<file path="config.mk">
export PLATFORM = sky130hd
export DESIGN_NAME = mem_port_arbiter
export DESIGN_NICKNAME = d
export VERILOG_FILES = /design/src/rtl/arb_pkg.sv /design/src/rtl/addr_sel_mux2.sv /design/src/rtl/mem_port_arbiter.sv
export SDC_FILE = /design/constraint.sdc
export NUM_CORES = 1
export LEC_CHECK = 0
export ABC_AREA = 1
export CAP_MARGIN = 20
export CELL_PAD_IN_SITES_DETAIL_PLACEMENT = 1
export CELL_PAD_IN_SITES_GLOBAL_PLACEMENT = 1
export CORE_ASPECT_RATIO = 1.25
export CORE_UTILIZATION = 37
export CTS_BUF_LIST = sky130_fd_sc_hd__clkbuf_4 sky130_fd_sc_hd__clkbuf_8
export CTS_CLUSTER_DIAMETER = 30
export DETAILED_ROUTE_END_ITERATION = 8
export HOLD_SLACK_MARGIN = 0.06
export PLACE_DENSITY = 0.91
export SYNTH_ARGS = -nofsm -noshare
export SYNTH_HDL_FRONTEND = slang
export SYNTH_SLANG_ARGS = --single-unit
</file>
<file path="constraint.sdc">
create_clock -name CLK -period 3.48 [get_ports CLK]
set_input_delay 0.87 -clock CLK [delete_from_list [all_inputs] [get_ports CLK]]
set_output_delay 0.87 -clock CLK [all_outputs]
set_load 0.1 [all_outputs]
</file>
<file path="src/rtl/arb_pkg.sv">
// Shared definitions for the instruction/data memory-port arbiter.
//   arbState_e : FSM state encoding (IDLE=0, FETCH=1, DATA=2)
//   ADDR_WIDTH : memory address width
//   DATA_WIDTH : memory data width
package arb_pkg;

  localparam int ADDR_WIDTH = 16;
  localparam int DATA_WIDTH = 16;

  typedef enum logic [1:0] {
    IDLE  = 2'd0,
    FETCH = 2'd1,
    DATA  = 2'd2
  } arbState_e;

endpackage

</file>
<file path="src/rtl/addr_sel_mux2.sv">
// 2:1 address multiplexer feeding the shared memory address bus.
//   sel  : 0 selects in0 (instruction address), 1 selects in1 (data address)
//   in0  : instruction-side address
//   in1  : data-side address
//   y    : selected address
module addr_sel_mux2
  import arb_pkg::*;
(
  input  logic                  sel,
  input  logic [ADDR_WIDTH-1:0] in0,
  input  logic [ADDR_WIDTH-1:0] in1,
  output logic [ADDR_WIDTH-1:0] y
);

  assign y = sel ? in1 : in0;

endmodule

</file>
<file path="src/rtl/mem_port_arbiter.sv">
// Arbitrates a single memory port between an instruction-fetch requester and
// a data requester. Data normally wins, but after STARVE_MAX consecutive data
// grants with a fetch pending the fetch is forced through. An access that sees
// no mem_ack for MAX_WAIT cycles is aborted and raises a sticky timeout flag.
//   CLK, Reset_n                         : clock, async active-low reset
//   if_req, if_addr                      : fetch request (level) and address
//   if_gnt, if_done, if_rdata            : fetch grant, done pulse, read word
//   dm_req, dm_we, dm_addr, dm_wdata     : data request and command
//   dm_gnt, dm_done, dm_rdata            : data grant, done pulse, read word
//   mem_en, mem_we, mem_addr, mem_wdata  : shared memory command
//   mem_ack, mem_rdata                   : memory completion and read data
//   iord_sel                             : address-mux select (0=fetch, 1=data)
//   timeout                              : sticky access-timeout flag
module mem_port_arbiter
  import arb_pkg::*;
#(
  parameter int STARVE_MAX = 3,
  parameter int MAX_WAIT   = 15
) (
  input  logic                  CLK,
  input  logic                  Reset_n,
  input  logic                  if_req,
  input  logic [ADDR_WIDTH-1:0] if_addr,
  output logic                  if_gnt,
  output logic                  if_done,
  output logic [DATA_WIDTH-1:0] if_rdata,
  input  logic                  dm_req,
  input  logic                  dm_we,
  input  logic [ADDR_WIDTH-1:0] dm_addr,
  input  logic [DATA_WIDTH-1:0] dm_wdata,
  output logic                  dm_gnt,
  output logic                  dm_done,
  output logic [DATA_WIDTH-1:0] dm_rdata,
  output logic                  mem_en,
  output logic                  mem_we,
  output logic [ADDR_WIDTH-1:0] mem_addr,
  output logic [DATA_WIDTH-1:0] mem_wdata,
  input  logic                  mem_ack,
  input  logic [DATA_WIDTH-1:0] mem_rdata,
  output logic                  iord_sel,
  output logic                  timeout
);

  localparam int STARVE_W = $clog2(STARVE_MAX + 1);
  localparam int WAIT_W   = $clog2(MAX_WAIT + 1);

  arbState_e             state;
  arbState_e             nextState;
  logic                  armed;       // blocks grants on the first edge after reset release
  logic [STARVE_W-1:0]   starveCnt;
  logic [WAIT_W-1:0]     waitCnt;
  logic                  busy;
  logic                  starved;
  logic                  waitExpired;
  logic                  grantFetch;
  logic                  grantData;
  logic [ADDR_WIDTH-1:0] ifAddrQ;
  logic [ADDR_WIDTH-1:0] dmAddrQ;
  logic                  dmWeQ;
  logic [DATA_WIDTH-1:0] dmWdataQ;
  logic                  iordSelQ;
  logic                  ifDoneQ;
  logic                  dmDoneQ;
  logic [DATA_WIDTH-1:0] ifRdataQ;
  logic [DATA_WIDTH-1:0] dmRdataQ;
  logic                  timeoutQ;

  assign busy        = (state == FETCH) || (state == DATA);
  assign starved     = (starveCnt == STARVE_W'(STARVE_MAX)) && if_req;
  // Expires on the edge that would make this the MAX_WAIT-th ack-less cycle.
  assign waitExpired = busy && !mem_ack && (waitCnt == WAIT_W'(MAX_WAIT - 1));
  assign grantFetch  = (state == IDLE) && (nextState == FETCH);
  assign grantData   = (state == IDLE) && (nextState == DATA);

  // State register.
  // NOTE: state and every other flop use non-blocking assignments so all
  // registers update together from pre-edge values, regardless of block order.
  always_ff @(posedge CLK or negedge Reset_n) begin
    if (!Reset_n) begin
      state <= IDLE;
    end else begin
      state <= nextState;
    end
  end

  // Next-state logic.
  // NOTE: nextState gets a default before the case so no path leaves it
  // unassigned, which would otherwise infer a latch.
  always_comb begin
    nextState = state;
    unique case (state)
      IDLE: begin
        if (armed) begin
          if (dm_req && !starved) begin
            nextState = DATA;
          end else if (if_req) begin
            nextState = FETCH;
          end
        end
      end
      FETCH, DATA: begin
        if (mem_ack || waitExpired) begin
          nextState = IDLE;
        end
      end
      default: nextState = IDLE;
    endcase
  end

  // Output decode from the current state.
  always_comb begin
    if_gnt    = 1'b0;
    dm_gnt    = 1'b0;
    mem_en    = 1'b0;
    mem_we    = 1'b0;
    mem_wdata = '0;
    unique case (state)
      FETCH: begin
        if_gnt = 1'b1;
        mem_en = 1'b1;
      end
      DATA: begin
        dm_gnt    = 1'b1;
        mem_en    = 1'b1;
        mem_we    = dmWeQ;
        mem_wdata = dmWdataQ;
      end
      default: ;
    endcase
  end

  // Command capture, counters, completion and status registers.
  // NOTE: the datapath registers are reset too, because every output they
  // drive (addresses, read words, iord_sel) must read 0 straight out of reset.
  always_ff @(posedge CLK or negedge Reset_n) begin
    if (!Reset_n) begin
      armed     <= 1'b0;
      starveCnt <= '0;
      waitCnt   <= '0;
      ifAddrQ   <= '0;
      dmAddrQ   <= '0;
      dmWeQ     <= 1'b0;
      dmWdataQ  <= '0;
      iordSelQ  <= 1'b0;
      ifDoneQ   <= 1'b0;
      dmDoneQ   <= 1'b0;
      ifRdataQ  <= '0;
      dmRdataQ  <= '0;
      timeoutQ  <= 1'b0;
    end else begin
      armed <= 1'b1;

      // Command is frozen at grant so the requester may change or drop it.
      if (grantFetch) begin
        ifAddrQ  <= if_addr;
        iordSelQ <= 1'b0;
      end
      if (grantData) begin
        dmAddrQ  <= dm_addr;
        dmWeQ    <= dm_we;
        dmWdataQ <= dm_wdata;
        iordSelQ <= 1'b1;
      end

      // Counts data grants that overtook a pending fetch.
      if (!if_req || grantFetch) begin
        starveCnt <= '0;
      end else if (grantData && (starveCnt != STARVE_W'(STARVE_MAX))) begin
        starveCnt <= starveCnt + 1'b1;
      end

      if (busy && !mem_ack) begin
        waitCnt <= waitCnt + 1'b1;
      end else begin
        waitCnt <= '0;
      end

      ifDoneQ <= (state == FETCH) && mem_ack;
      dmDoneQ <= (state == DATA) && mem_ack;
      if ((state == FETCH) && mem_ack) begin
        ifRdataQ <= mem_rdata;
      end
      if ((state == DATA) && mem_ack) begin
        dmRdataQ <= mem_rdata;
      end

      if (waitExpired) begin
        timeoutQ <= 1'b1;
      end
    end
  end

  addr_sel_mux2 u_addr_sel_mux2 (
    .sel (iordSelQ),
    .in0 (ifAddrQ),
    .in1 (dmAddrQ),
    .y   (mem_addr)
  );

  assign iord_sel = iordSelQ;
  assign if_done  = ifDoneQ;
  assign dm_done  = dmDoneQ;
  assign if_rdata = ifRdataQ;
  assign dm_rdata = dmRdataQ;
  assign timeout  = timeoutQ;

endmodule

</file>
==> flow_summary.json, run 1 <==
{
  "fin_crit_ns": 2.98,
  "hold_path_end": "dmAddrQ[2]",
  "setup_viol": 0,
  "holdBufCountCts": 0,
  "drtPass1Iterations": 4,
  "rows": 42,
  "htree_levels": 3,
  "grt_pass1_vias": 3833,
  "die-area_um2": 11600,
  "routabilityCongestion": 0.745,
  "synthArstFlopShare": 1.00,
  "rr_startpoint": "state[0]",
  "min_from": "dmAddrQ[2]",
  "fin_ws_ns": 0.503,
  "hold_depth": 2,
  "clockBufferDepth": 2,
  "hold_path_class": "register to register",
  "vias": 3491,
  "cts_tree": "built",
  "fin_skew_ns": 0.00605,
  "synth_ff_type": "dfrtp_1",
  "dieHeight_um": 120,
  "synth_edf_count": 0,
  "worst-r2r-setup-slack_ns": 1.01,
  "yosys_warnings": 0,
  "final_cell_area_um2": 5670,
  "wl_per_cell_um": 14.8,
  "yosysUniqueCellTypes": 25,
  "globalRouteOverflowTotal": 0,
  "cp_max_fo": 19,
  "worst_setup_path_end_kind": "primary output",
  "seq_area_frac_synth": 0.570,
  "grt_pass1_wl_um": 17700,
  "ioPinCount": 142,
  "viasPerCell": 4.69,
  "worstMarginPinSlew_ns": 1.01,
  "drt_iter0_drc": 70,
  "place_area_um2": 5480,
  "core_area_um2": 10700,
  "wl_um": 11000,
  "numCtsBuffers": 9,
  "final_common_cell": "nand2_1",
  "slew_viol_final": 0,
  "drc": 0,
  "rsz0062_at_grt": "false",
  "crit_arrival_ns": 2.11,
  "r2r_cells": 4,
  "clkTransAtPathRegs_ns": 0.09,
  "initial_utilization": 0.385,
  "insertedDiodeCount": 0,
  "critPathKind": "register to primary output",
  "relSlewSlack": 0.327,
  "grtUsageTotal": 0.200,
  "fin_crit_sh": 0.855,
  "dp_hpwl_um": 8360,
  "cp.required_ns": 2.61,
  "clk_latency_ns": 0.36,
  "r2r_end": "dm_rdata[11]",
  "pre_cts_slack_ns": 0.614,
  "start_kind": "register",
  "drv_cap": 0,
  "status": "finished clean",
  "drive_above_1_share": 0.194,
  "ys_ff_latch": 94,
  "fmax_ghz": 0.336,
  "post-cts-setup-buffer-count": 0,
  "final_antenna_net_count": 0,
  "avgSynthCellArea_um2": 8.70,
  "cts-root-buf": "clkbuf_8",
  "syn_area_um2": 4130,
  "clock_sinks": 94,
  "grt_max_degree": 54,
  "die_w_um": 96.4,
  "antenna_found_initial": 0,
  "port_buffers": 141,
  "finalNetCount": 685,
  "area_growth_pct": 37.5,
  "cts_resized": 0,
  "syn_nets": 551,
  "hold_viol_final": 0,
  "fin_setup_tns_ns": 0,
  "final_cell_mix": "nand2_1 (191), dfrtp_1 (94), buf_4 (69)",
  "fillers": 1278,
  "synthCells": 474
}
[cells in the mapped netlist (2+ instances only)]
cell type  count  area share
dfrtp_1       94        0.57
nand3_2        4      0.0097
inv_1         63       0.057
nand3_1        8      0.0097
buf_6          6       0.016
ha_1           7       0.021
o21ai_0       49       0.059
nor2_1         5      0.0046
clkbuf_1      11       0.010
o21ai_1        2      0.0024
nand2_1      191        0.17
nand2_2        6      0.0091
o21ai_2       14       0.030
buf_4          3      0.0055
[through the flow]
step,hold slack [ns],utilization,cells
global placement,0.453,0.511,729
CTS,0.482,0.529,745
finish,0.478,0.529,745
floorplan,0.442,-,474
global route,0.507,0.529,745
detailed placement,0.459,0.511,729
[kinds of logic after synthesis]
logic type                 count (synthesis)  synth area share
other                                      1          0.000909
buffers and inverters                     85            0.0916
and+or+nand+nor                          218             0.217
xor gates and xnor gates                   2           0.00425
AOI/OAI and AO/OA                         67            0.0946
DFF                                       94             0.570
adders and majority gates                  7            0.0212
[flip-flops by register name (all words and copies together), names as in the netlist]
register	count
if_rdata	16
dm_done	1
iord_sel	1
timeout	1
dm_rdata	16
armed	1
ifAddrQ	16
waitCnt	4
if_done	1
dmWeQ	1
starveCnt	2
dmAddrQ	16
dmWdataQ	16
state	2
[routing by layer]
| metal | vias to the layer above | global-route usage | share of wire |
|---|---|---|---|
| li1 | 1694 | - | - |
| met1 | 1670 | 0.220 | 0.39 |
| met5 | - | 0 | 0 |
| met2 | 115 | 0.357 | 0.51 |
| met3 | 12 | 0.0621 | 0.087 |
| met4 | 0 | 0.0662 | 0.013 |
[critical path, stage by stage, from the launching register on]
cell	delay, ns
dfrtp_1	0.43
inv_1	0.11
ha_1	0.64
nand2_1	0.15
inv_1	0.11
buf_4	0.29
[layout make-up]
| type | count | area (um2) | share of cell area |
|---|---|---|---|
| multi-input cells | 295 | 1400 | 0.246 |
| repair buffers | 143 | 1320 | 0.233 |
| inverters | 65 | 246 | 0.0435 |
| flip-flops and latches | 94 | 2350 | 0.415 |
| well taps | 132 | 165 | 0.0291 |
| clock inverters | 6 | 62.6 | 0.0110 |
| clock buffers | 10 | 131 | 0.0232 |
[how the worst max path moves through the flow]
stage | startpoint | to | slack, ns | cells after the start
2_1_floorplan | iord_sel | mem_addr[13] | -0.60 | 2
3_3_place_gp | mem_ack | dmAddrQ[14] | 0.75 | 9
3_5_place_dp | mem_ack | dmAddrQ[15] | 0.61 | 9
4_1_cts | state[0] | mem_wdata[7] | 0.45 | 5
5_1_grt | state[0] | mem_we | 0.35 | 5
6_report | state[0] | mem_wdata[7] | 0.50 | 5
Power of run 1 is left out: the tool's default activity adds up to more than one toggle a clock period on the data nets, which glitch-free logic cannot reach.
==> run 2: changes to the inputs <==
Settings changed: GPL_TIMING_DRIVEN set to 1.
==> results of run 2 <==
The final DEF is identical to that of run 1; final timing and power are the same.
Power of run 2 is left out for the same reason.
==> patch: new RTL, config.mk and constraints of run 1 <==
`ADDR_WIDTH`: 16 -> 17.
--- a/src/rtl/arb_pkg.sv
+++ b/src/rtl/arb_pkg.sv
@@ -5,5 +5,5 @@
 package arb_pkg;
 
-  localparam int ADDR_WIDTH = 16;
+  localparam int ADDR_WIDTH = 17;
   localparam int DATA_WIDTH = 16;
 
Interface: changed (resized dm_addr, if_addr and mem_addr); port bits go from 142 to 145. The function was not compared with the original's and may differ.
==> patch against run 1 <==
Die area increased by 0.42%; area after synthesis increased by 0.42%; sequential share of layout area decreased by 0.26 points; sequential cell count increased by 2; wire length increased by 6.5%; via count increased by 5.1%; final area increased by 2.8%; worst setup slack got worse by 0.047 ns; critical path type unchanged.
Power is not shown: default switching activity piles up to over one toggle a cycle in this logic, so the estimate is an artifact.
==> patch: results (changes against run 1) <==
| Metric | Value |
|---|---|
| Status | finished, final reports clean |
| Port bufs | 144 (+2.1%) |
| Fill count | 1,262 (-1.3%) |
| Met2 WL | 5.79 mm (+3.5%) |
| Sequential-to-total area share from yosys stat | 58.0% (+0.97 points) |
| Syn nets | 564 (+2.4%) |
| Cell Count, Final, Fillers Out | 761 (+2.1%) |
| Slowest stage delay, CP | 0.69 ns (+0.05 ns) |
| Reg2Reg Setup Slack | 1.08 ns (+0.07 ns) |
| Ranking of synthesized cells by area | dfrtp_1, nand2_1, o21ai_0 |
| Routed wire length | 11.7 mm (+6.5%) |
| Met3 usage | 5.84% (-0.37 points) |
| Vias in the first global route | 4,080 (+6.4%) |
| Hold slack | 0.478 ns (+0.000284 ns) |
| Worst r2r src | state[1]$_DFF_PN0_ |
| Worst-Margin Slew | 1.00 ns (-0.00433 ns) |
| Largest net degree at the start of global routing | 97 (+80%) |
| Inst Count DP | 744 (+2.1%) |
| RR Endpoint | ifAddrQ[2]$_DFFE_PN0P_ |
| Met3 WL | 817 um (-14%) |
| Iter 0 DRT Violations | 96 (+37%) |
| Total global-route track usage | 21.4% (+1.4 points) |
| First-pass GRT wire length | 19.8 mm (+12%) |
| Share of layout cells above drive strength 1 | 16.5% (-2.9 points) |
| Synth cell types | 24 (-4.0%) |
| Pre-CTS setup slack | 0.589 ns (-0.0249 ns) |
| Met2 Use GR | 37.4% (+1.8 points) |
| Met1 Usage GRT | 25.3% (+3.4 points) |
| Worst Hold Launch | dmWdataQ[5]$_DFFE_PN0P_ |
| Gpl congestion | 0.757 (+1.5%) |
| Reg2reg path depth | 11 (+7) |
| WHS Endpoint | dmWdataQ[5]$_DFFE_PN0P_ |
| Top cells by count, synth | nand2_1, dfrtp_1, o21ai_0, inv_1, clkbuf_1 |
| Mapped Cells | 485 (+2.3%) |
==> patch: cell count changes after synthesis, sizes merged <==
| cell | delta |
|---|---|
| clkbuf | +1 |
| o21ai | +2 |
| dfrtp | +2 |
| inv | +1 |
| nand2 | +5 |
==> patch: cells by family (layout without fill, tap and decap cells) <==
logic type               Yosys count  in the layout  share of synthesized area (%)
buffers and inverters             87            231                           9.21
adder cells (fa/ha/maj)            7              7                           2.11
AND/OR/NAND/NOR                  223            223                           21.8
other                              1              1                         0.0905
AO/OA/AOI/OAI                     69             69                           8.40
XOR/XNOR                           2              2                          0.423
flip-flops                        96             96                           58.0
==> patch: area by class of cell <==
type | instances | share of cell area, %
clock buffer | 12 | 2.83
clock inverter | 4 | 1.70
inverter | 66 | 4.29
multi-input combinational | 302 | 23.3
sequential | 96 | 41.2
tap | 132 | 2.83
timing repair buffer | 149 | 23.8
==> patch: worst register-to-register path, stage by stage (launching register included) <==
cell and delay [ns]:
dfrtp_1 0.46, inv_1 0.11, ha_1 0.31, inv_1 0.05, nor2_2 0.16, nand3_2 0.13, nand2_1 0.09, nand2_1 0.11
nor2_4 0.42, buf_4 0.28, nand2_1 0.07, o21ai_0 0.12
==> patch: worst max path at each step <==
stage,startpoint,endpoint,slack (ns),cells after the start
floorplan,iord_sel$_DFFE_PN0P_,mem_addr[0],-0.72,3
global placement,mem_ack,ifAddrQ[0]$_DFFE_PN0P_,0.80,8
detailed placement,mem_ack,ifAddrQ[2]$_DFFE_PN0P_,0.59,9
CTS,state[0]$_DFF_PN0_,mem_wdata[1],0.37,5
global route,state[0]$_DFF_PN0_,mem_wdata[1],0.29,5
finish,state[0]$_DFF_PN0_,mem_wdata[1],0.46,5
